===== src/rtl/cp0_unit_pkg.sv =====
// -----------------------------------------------------------------------------
// cp0_unit_pkg
// Shared constants for the CP0 block and its timer:
//   - CP0 register numbers used by MFC0/MTC0 decoding
//   - ExcCode values that also capture BadVAddr (AdEL/AdES)
//   - Status/Cause bit positions
//   - encoding of the exception-level state (Status.EXL)
// -----------------------------------------------------------------------------
package cp0_unit_pkg;

   // CP0 register numbers
   localparam logic [4:0] CP0_REG_BADVADDR = 5'd8;
   localparam logic [4:0] CP0_REG_COUNT    = 5'd9;
   localparam logic [4:0] CP0_REG_COMPARE  = 5'd11;
   localparam logic [4:0] CP0_REG_STATUS   = 5'd12;
   localparam logic [4:0] CP0_REG_CAUSE    = 5'd13;
   localparam logic [4:0] CP0_REG_EPC      = 5'd14;
   localparam logic [4:0] CP0_REG_PRID     = 5'd15;

   // Address-error exception codes
   localparam logic [4:0] EXC_ADEL = 5'd4;
   localparam logic [4:0] EXC_ADES = 5'd5;

   // Status bit positions
   localparam int STATUS_IE_BIT  = 0;
   localparam int STATUS_EXL_BIT = 1;
   localparam int STATUS_IM_LSB  = 8;
   localparam int STATUS_BEV_BIT = 22;

   // Cause bit positions
   localparam int CAUSE_EXC_LSB = 2;
   localparam int CAUSE_IP_LSB  = 8;
   localparam int CAUSE_TI_BIT  = 30;
   localparam int CAUSE_BD_BIT  = 31;

   // Exception level: the core is either running normally or inside a handler.
   typedef enum logic {
      EXL_CLEAR = 1'b0,
      EXL_SET   = 1'b1
   } exl_state_e;

   // Address-error exceptions are the only ones that latch BadVAddr.
   function automatic logic is_addr_exc(input logic [4:0] code);
      return (code == EXC_ADEL) || (code == EXC_ADES);
   endfunction

endpackage


===== src/rtl/cp0_timer.sv =====
// -----------------------------------------------------------------------------
// cp0_timer
// Count/Compare timer of CP0. A prescaler counts 0..COUNT_DIV-1 and Count
// increments on its wrap. TI is a sticky flag set when Count takes a value
// equal to Compare and cleared by a Compare write.
// Ports:
//   clk           clock
//   rst           asynchronous active-low reset
//   count_we_i    MTC0 to Count this cycle (loads, restarts prescaler)
//   compare_we_i  MTC0 to Compare this cycle (loads, clears TI)
//   wdata_i       MTC0 data
//   count_o       current Count
//   compare_o     current Compare
//   ti_o          timer interrupt flag (Cause.TI)
// -----------------------------------------------------------------------------
module cp0_timer
   import cp0_unit_pkg::*;
#(
   parameter int DATA_WIDTH = 32,
   parameter int COUNT_DIV  = 2
) (
   input  logic                  clk,
   input  logic                  rst,
   input  logic                  count_we_i,
   input  logic                  compare_we_i,
   input  logic [DATA_WIDTH-1:0] wdata_i,
   output logic [DATA_WIDTH-1:0] count_o,
   output logic [DATA_WIDTH-1:0] compare_o,
   output logic                  ti_o
);

   // A divide-by-1 still needs a one-bit prescaler that is permanently at its wrap value.
   localparam int              DIV_W    = (COUNT_DIV > 1) ? $clog2(COUNT_DIV) : 1;
   localparam logic [DIV_W-1:0] DIV_LAST = DIV_W'(COUNT_DIV - 1);

   logic [DIV_W-1:0]      div_q, div_d;
   logic [DATA_WIDTH-1:0] count_q, count_d;
   logic [DATA_WIDTH-1:0] compare_q, compare_d;
   logic                  ti_q, ti_d;
   logic                  count_upd;

   always_comb begin
      // NOTE: every variable gets a default before any branch, so no path leaves one unassigned and no latch is inferred.
      div_d     = div_q;
      count_d   = count_q;
      compare_d = compare_q;
      ti_d      = ti_q;
      count_upd = 1'b0;

      // A Count write replaces that cycle's increment and restarts the prescaler.
      if (count_we_i) begin
         count_d   = wdata_i;
         div_d     = '0;
         count_upd = 1'b1;
      end else if (div_q == DIV_LAST) begin
         count_d   = count_q + DATA_WIDTH'(1);
         div_d     = '0;
         count_upd = 1'b1;
      end else begin
         div_d = div_q + DIV_W'(1);
      end

      // Match is evaluated only when Count takes a new value, so a freshly
      // reset timer (Count = Compare = 0) does not raise TI spuriously.
      // A Compare write acknowledges the interrupt and wins over a match.
      if (compare_we_i) begin
         compare_d = wdata_i;
         ti_d      = 1'b0;
      end else if (count_upd && (count_d == compare_q)) begin
         ti_d = 1'b1;
      end
   end

   // NOTE: state registers use non-blocking assignments so every flop samples pre-edge values.
   always_ff @(posedge clk or negedge rst) begin
      if (!rst) begin
         div_q     <= '0;
         count_q   <= '0;
         compare_q <= '0;
         ti_q      <= 1'b0;
      end else begin
         div_q     <= div_d;
         count_q   <= count_d;
         compare_q <= compare_d;
         ti_q      <= ti_d;
      end
   end

   assign count_o   = count_q;
   assign compare_o = compare_q;
   assign ti_o      = ti_q;

endmodule


===== src/rtl/cp0_unit.sv =====
// -----------------------------------------------------------------------------
// cp0_unit
// MIPS32-subset coprocessor 0: Count/Compare timer, Status, Cause, EPC,
// BadVAddr and PRId. Captures exception/ERET events from the commit stage,
// serves MFC0 reads with one cycle of latency and raises int_req.
// Ports:
//   clk, rst          clock, asynchronous active-low reset
//   read_addr         MFC0 register number
//   data_out          registered MFC0 read data
//   write_en          MTC0 strobe
//   write_addr        MTC0 register number
//   write_data        MTC0 data
//   interrupt         level hardware interrupt lines (-> Cause.IP[2+:NUM_HW_INT])
//   exc_valid         exception committed this cycle
//   exc_code          Cause.ExcCode value
//   exc_pc            PC of the faulting instruction
//   exc_delay_slot    faulting instruction sits in a branch delay slot
//   exc_bad_vaddr     faulting address for AdEL/AdES
//   eret              ERET committed this cycle
//   status_out        current Status
//   cause_out         current Cause
//   epc_out           current EPC (ERET target)
//   int_req           registered interrupt request to the pipeline
// -----------------------------------------------------------------------------
module cp0_unit
   import cp0_unit_pkg::*;
#(
   parameter int                  DATA_WIDTH = 32,
   parameter int                  NUM_HW_INT = 6,
   parameter int                  COUNT_DIV  = 2,
   parameter logic [DATA_WIDTH-1:0] PRID_VALUE = 32'h0000_4220
) (
   input  logic                  clk,
   input  logic                  rst,
   input  logic [4:0]            read_addr,
   output logic [DATA_WIDTH-1:0] data_out,
   input  logic                  write_en,
   input  logic [4:0]            write_addr,
   input  logic [DATA_WIDTH-1:0] write_data,
   input  logic [NUM_HW_INT-1:0] interrupt,
   input  logic                  exc_valid,
   input  logic [4:0]            exc_code,
   input  logic [DATA_WIDTH-1:0] exc_pc,
   input  logic                  exc_delay_slot,
   input  logic [DATA_WIDTH-1:0] exc_bad_vaddr,
   input  logic                  eret,
   output logic [DATA_WIDTH-1:0] status_out,
   output logic [DATA_WIDTH-1:0] cause_out,
   output logic [DATA_WIDTH-1:0] epc_out,
   output logic                  int_req
);

   // Architectural state
   exl_state_e            state_q, state_d;       // Status.EXL
   logic [7:0]            im_q, im_d;             // Status.IM
   logic                  ie_q, ie_d;             // Status.IE
   logic [1:0]            ip_sw_q, ip_sw_d;       // Cause.IP[1:0], software interrupts
   logic [5:0]            hw_ip_q, hw_ip_d;       // Cause.IP[7:2] before the TI merge
   logic [4:0]            exc_code_q, exc_code_d; // Cause.ExcCode
   logic                  bd_q, bd_d;             // Cause.BD
   logic [DATA_WIDTH-1:0] epc_q, epc_d;
   logic [DATA_WIDTH-1:0] badvaddr_q, badvaddr_d;
   logic [DATA_WIDTH-1:0] rdata_q, rdata_d;
   logic                  int_req_q, int_req_d;

   // Timer interface
   logic                  count_we, compare_we;
   logic [DATA_WIDTH-1:0] count_val, compare_val;
   logic                  ti;

   // Assembled register views
   logic [DATA_WIDTH-1:0] status_val, cause_val;
   logic [7:0]            ip_all;

   assign count_we   = write_en && (write_addr == CP0_REG_COUNT);
   assign compare_we = write_en && (write_addr == CP0_REG_COMPARE);

   // The timer runs every cycle regardless of exceptions; only its own MTC0 writes steer it.
   cp0_timer #(
      .DATA_WIDTH (DATA_WIDTH),
      .COUNT_DIV  (COUNT_DIV)
   ) u_timer (
      .clk          (clk),
      .rst          (rst),
      .count_we_i   (count_we),
      .compare_we_i (compare_we),
      .wdata_i      (write_data),
      .count_o      (count_val),
      .compare_o    (compare_val),
      .ti_o         (ti)
   );

   // Register views: unlisted Status/Cause bits are constant zero, BEV stays at its reset value of 1.
   always_comb begin
      status_val                          = '0;
      status_val[STATUS_BEV_BIT]          = 1'b1;
      status_val[STATUS_IM_LSB +: 8]      = im_q;
      status_val[STATUS_EXL_BIT]          = (state_q == EXL_SET);
      status_val[STATUS_IE_BIT]           = ie_q;

      // IP7 doubles as the timer interrupt line.
      ip_all                              = {hw_ip_q[5] | ti, hw_ip_q[4:0], ip_sw_q};

      cause_val                           = '0;
      cause_val[CAUSE_BD_BIT]             = bd_q;
      cause_val[CAUSE_TI_BIT]             = ti;
      cause_val[CAUSE_IP_LSB +: 8]        = ip_all;
      cause_val[CAUSE_EXC_LSB +: 5]       = exc_code_q;
   end

   // Next-state logic. Sources are applied lowest priority first
   // (MTC0, then ERET, then exception) so the stronger event overrides
   // only the fields it owns; every other MTC0 field still commits.
   always_comb begin
      state_d    = state_q;
      im_d       = im_q;
      ie_d       = ie_q;
      ip_sw_d    = ip_sw_q;
      exc_code_d = exc_code_q;
      bd_d       = bd_q;
      epc_d      = epc_q;
      badvaddr_d = badvaddr_q;

      // Unused lines above NUM_HW_INT are zero-extended away.
      hw_ip_d    = 6'(interrupt);

      if (write_en) begin
         case (write_addr)
            CP0_REG_STATUS: begin
               im_d    = write_data[STATUS_IM_LSB +: 8];
               ie_d    = write_data[STATUS_IE_BIT];
               state_d = write_data[STATUS_EXL_BIT] ? EXL_SET : EXL_CLEAR;
            end
            CP0_REG_CAUSE: ip_sw_d = write_data[CAUSE_IP_LSB +: 2];
            CP0_REG_EPC:   epc_d   = write_data;
            default: ;
         endcase
      end

      if (eret) begin
         state_d = EXL_CLEAR;
      end

      if (exc_valid) begin
         state_d    = EXL_SET;
         exc_code_d = exc_code;
         // A nested exception keeps the original return point and BD.
         if (state_q == EXL_CLEAR) begin
            epc_d = exc_delay_slot ? (exc_pc - DATA_WIDTH'(4)) : exc_pc;
            bd_d  = exc_delay_slot;
         end
         if (is_addr_exc(exc_code)) begin
            badvaddr_d = exc_bad_vaddr;
         end
      end

      int_req_d = ie_q && (state_q == EXL_CLEAR) && |(ip_all & im_q);

      // Reads see pre-edge contents; a same-cycle MTC0 is not forwarded because the pipeline interlocks.
      case (read_addr)
         CP0_REG_BADVADDR: rdata_d = badvaddr_q;
         CP0_REG_COUNT:    rdata_d = count_val;
         CP0_REG_COMPARE:  rdata_d = compare_val;
         CP0_REG_STATUS:   rdata_d = status_val;
         CP0_REG_CAUSE:    rdata_d = cause_val;
         CP0_REG_EPC:      rdata_d = epc_q;
         CP0_REG_PRID:     rdata_d = PRID_VALUE;
         default:          rdata_d = '0;
      endcase
   end

   always_ff @(posedge clk or negedge rst) begin
      if (!rst) begin
         state_q    <= EXL_CLEAR;
         im_q       <= '0;
         ie_q       <= 1'b0;
         ip_sw_q    <= '0;
         hw_ip_q    <= '0;
         exc_code_q <= '0;
         bd_q       <= 1'b0;
         epc_q      <= '0;
         badvaddr_q <= '0;
         rdata_q    <= '0;
         int_req_q  <= 1'b0;
      end else begin
         state_q    <= state_d;
         im_q       <= im_d;
         ie_q       <= ie_d;
         ip_sw_q    <= ip_sw_d;
         hw_ip_q    <= hw_ip_d;
         exc_code_q <= exc_code_d;
         bd_q       <= bd_d;
         epc_q      <= epc_d;
         badvaddr_q <= badvaddr_d;
         rdata_q    <= rdata_d;
         int_req_q  <= int_req_d;
      end
   end

   assign data_out   = rdata_q;
   assign status_out = status_val;
   assign cause_out  = cause_val;
   assign epc_out    = epc_q;
   assign int_req    = int_req_q;

endmodule


===== config.mk =====
export PLATFORM = sky130hd
export DESIGN_NAME = cp0_unit
export DESIGN_NICKNAME = d
export VERILOG_FILES = /design/src/rtl/cp0_unit_pkg.sv /design/src/rtl/cp0_timer.sv /design/src/rtl/cp0_unit.sv
export SDC_FILE = /design/constraint.sdc
export NUM_CORES = 1
export LEC_CHECK = 0
export BUFFER_PORTS_ARGS = -buffer_cell sky130_fd_sc_hd__buf_4
export CORE_MARGIN = 5
export CORE_UTILIZATION = 54
export CTS_CLUSTER_SIZE = 14
export DETAILED_ROUTE_END_ITERATION = 12
export GPL_TIMING_DRIVEN = 0
export PLACE_DENSITY = 0.86
export SLEW_MARGIN = 0
export SYNTH_ARGS = -nofsm -noshare
export SYNTH_HDL_FRONTEND = slang
export SYNTH_SLANG_ARGS = --single-unit

===== constraint.sdc =====
create_clock -name clk -period 2.84 [get_ports clk]
set_input_delay 0.426 -clock clk [delete_from_list [all_inputs] [get_ports clk]]
set_output_delay 0.426 -clock clk [all_outputs]
set_load 0.01 [all_outputs]

==> metrics.txt <==
outcome=finished, violations left; failing checks=negative hold slack; CTS clk-pin slew, worst paths=0.07 ns; Reg2Reg Depth=9; CORE AREA=0.01877 mm^2; CTS buffer count=17; sequential share of power=41.8%; Setup CP Type=reg -> reg; Syn-to-layout area delta=28.88%; Pre-antenna DRT Iters=5; gr usage total=31.89%; achievable frequency=0.3546 GHz; Area contributors post-synth=dfrtp_1, mux2_2, mux2i_1; Startpoint Class=flip-flop; number of max-cap violations=0; Clock Root Buffer=clkbuf_16; Yosys top cell by area=dfrtp_1; pwr dens=690.0 mW/mm^2; largest fanout on the critical path=10; worst-skew pair later-pin latency=0.44 ns; final hold vios=2; Seq/Total Area, Yosys=45.36%; via count=9113; Reg-to-Reg End=u_timer.ti_o; Fin Clk Skew=0.01035 ns; Post-synth ARST share=100.0%; Starting Density=54.97%; Cell Count, Final, Fillers Out=1519; die area=0.02197 mm^2; PnR Total Power=9173 uW; WL final=35.58 mm; # IOs=252; Critical Path End Type=flip-flop; Max Root-Sink Buffers=2; average wire per standard cell=23.43 um; unrepaired setup endpoints after global routing=true; net count reported at finish=1398; GP Congestion=0.9832; sequential cell area=0.004691 mm^2; setup violators final=0; clock network power share=24.5%; most used routing layer=met2; gr ovfl total=0; crit path DAT=3.16 ns; I/O Buffers=210; site row count=50; grt met3 use=5.393%; Sw Pwr=3348 uW; Max H-tree Level=4; grt met2 use=51.38%; global-route wire length before repair=53.52 mm; flops & latches, synth=187; Starting DRT DRC Count=938; post-layout minimum cycle time=2.820 ns; Filler cells=1408; number of synthesized flops with an enable pin=0; clk sink count=187; worst vdd ir=0.0004418 V; Vias/cell=5.999; final slew viol count=0; Synth warnings=0; number of antenna diodes=0; Synth Area per Inst=10.51 um^2; HP Class=in -> async; P_int=5826 uW; largest net degree at the start of global routing=98; Die Wd=148.2 um; area occupied by multi-input gates=0.005296 mm^2; commonest register cell after synthesis=dfrtp_1; Mapped Area=0.01032 mm^2; smallest hold slack=-0.003931 ns; CTS tree=done; post-synthesis cell type count=78; LEAKAGE=0.005928 uW; antenna-violating nets left=0; DP HPWL=26.99 mm; Synth top area share=45.36%; Reg-to-Reg Start=u_timer.div_q; vias in the first global route=9037; Die H=148.2 um; initial antenna violation count=1; critical path required time=3.18 ns; layout cell share with drive strength beyond 1=36.26%; gate count after technology mapping=982; dpl cells=1464; # DRC=0; measured slew at the worst slew-check pin=1.107 ns; GRT met1 Usage=45.08%; FF-to-FF setup slack=0.02 ns; Final period util=99.31%; Slew HR=25.65%; Net Sw Frac=36.49%; Comb pwr share=33.8%
==> critical path: stages, from the launching register on <==
cell	delay, ns
dfrtp_1	0.36
buf_2	0.18
and4_2	0.30
and4_2	0.31
and4_1	0.26
a32o_1	0.31
a211o_1	0.28
a211oi_1	0.28
o2111ai_1	0.18
o32ai_1	0.25
==> cell families (layout without fill, tap and decap cells) <==
kind of cell    Yosys count  in the layout  synth area share [%]
xor+xnor                 91             91                 8.005
buf+inv                 120            386                 6.525
other cells               2             39               0.07280
flops                   187            187                 45.36
fa+ha+maj                 2              2                0.2425
mux                     126            126                 13.22
simple gates            252            252                 12.84
compound gates          202            202                 13.73
==> area by class of cell <==
class / count / share of cell area, %
clock inverter: 12 / 0.6682
clock buffer: 19 / 3.331
inverter: 17 / 0.4800
tap: 234 / 2.202
sequential: 187 / 35.28
multi-input combinational: 712 / 39.84
timing repair buffer: 238 / 13.65
buffer: 100 / 4.555
==> state kept, by name, indices dropped and copies added, names as in the netlist <==
| name | count |
|---|---|
| data_out | 32 |
| bd_q | 1 |
| im_q | 8 |
| ie_q | 1 |
| u_timer.count_o | 32 |
| ip_sw_q | 2 |
| u_timer.compare_o | 32 |
| epc_out | 32 |
| state_q | 1 |
| hw_ip_q | 6 |
| u_timer.div_q | 1 |
| exc_code_q | 5 |
| badvaddr_q | 32 |
| int_req | 1 |
| u_timer.ti_o | 1 |
==> cell usage after synthesis (4+ instances only) <==
master / count
mux2i_1: 44
a22oi_1: 7
nor3_1: 15
o22ai_1: 7
o211ai_1: 4
and4_1: 4
a222oi_1: 8
buf_2: 5
buf_4: 49
nor2_1: 79
and3_1: 7
mux2_2: 82
a31oi_1: 6
inv_1: 17
clkbuf_1: 37
xnor2_1: 48
nand3_1: 17
dfrtp_1: 187
nor2b_1: 4
nand2_1: 52
a22o_1: 16
nor3b_1: 6
or3_1: 6
or4_1: 4
a221o_1: 24
nand4_1: 14
a211oi_1: 4
xor2_1: 41
o21ai_0: 42
a21oi_1: 54
nor4_1: 10
buf_1: 8
==> how the worst max path moves through the flow <==
stage                        startpoint           end  cells after the start
floorplan                     exc_pc[6]   epc_out[31]                     10
global placement          write_addr[4]   epc_out[14]                      7
detailed placement        write_addr[4]   epc_out[14]                      7
CTS                 u_timer.count_o[10]  u_timer.ti_o                     10
global route         u_timer.count_o[1]  u_timer.ti_o                     10
finish                    u_timer.div_q  u_timer.ti_o                      9
==> power by group through the flow <==
| stage | Sequential, uW | Combinational (uW) | Clock, uW |
|---|---|---|---|
| 3_3_place_gp | 3860 | 2550 | 0 |
| 6_report | 3830 | 3100 | 2240 |
| 2_1_floorplan | 3710 | 1580 | 0 |
| 4_1_cts | 3800 | 2850 | 2250 |
| 5_1_grt | 3880 | 3300 | 2370 |
| 3_5_place_dp | 3880 | 2590 | 0 |
==> stage by stage <==
step	setup TNS [ns]	setup slack, ns	instance area [um^2]	util [%]
floorplan	0	0.1241	10460	-
global placement	-34.53	-0.9863	12320	65.67
detailed placement	-35.54	-1.068	12360	65.85
CTS	0	0.001830	13100	69.80
global route	-0.05716	-0.05716	13300	70.84
finish	0	0.01962	13300	70.84
==> layer usage <==
layer,routed length [um],vias to the layer above
met5,13,-
met4,748,2
met3,3464,50
met2,16770,517
met1,14590,4489
li1,-,4055
==> repair_timing <==
action,4_1_cts,5_1_grt
setup endpoints to repair,37,3
resized for setup,28,22
setup buffers,16,11
hold endpoints to repair,0,0
hold buffers,0,0
pin swaps,9,11
==> cell usage in the layout (no fill, tap or decap), types with 32 or more instances in the layout <==
master	synthesis	routed
buf_4	49	285
dfrtp_1	187	178
mux2_2	82	82
nor2_1	79	78
a21oi_1	54	54
nand2_1	52	50
xnor2_1	48	48
mux2i_1	44	44
o21ai_0	42	41
xor2_1	41	39
conb_1	2	39
clkbuf_1	37	32
No activity file was read; power rests on OpenSTA's default activity.
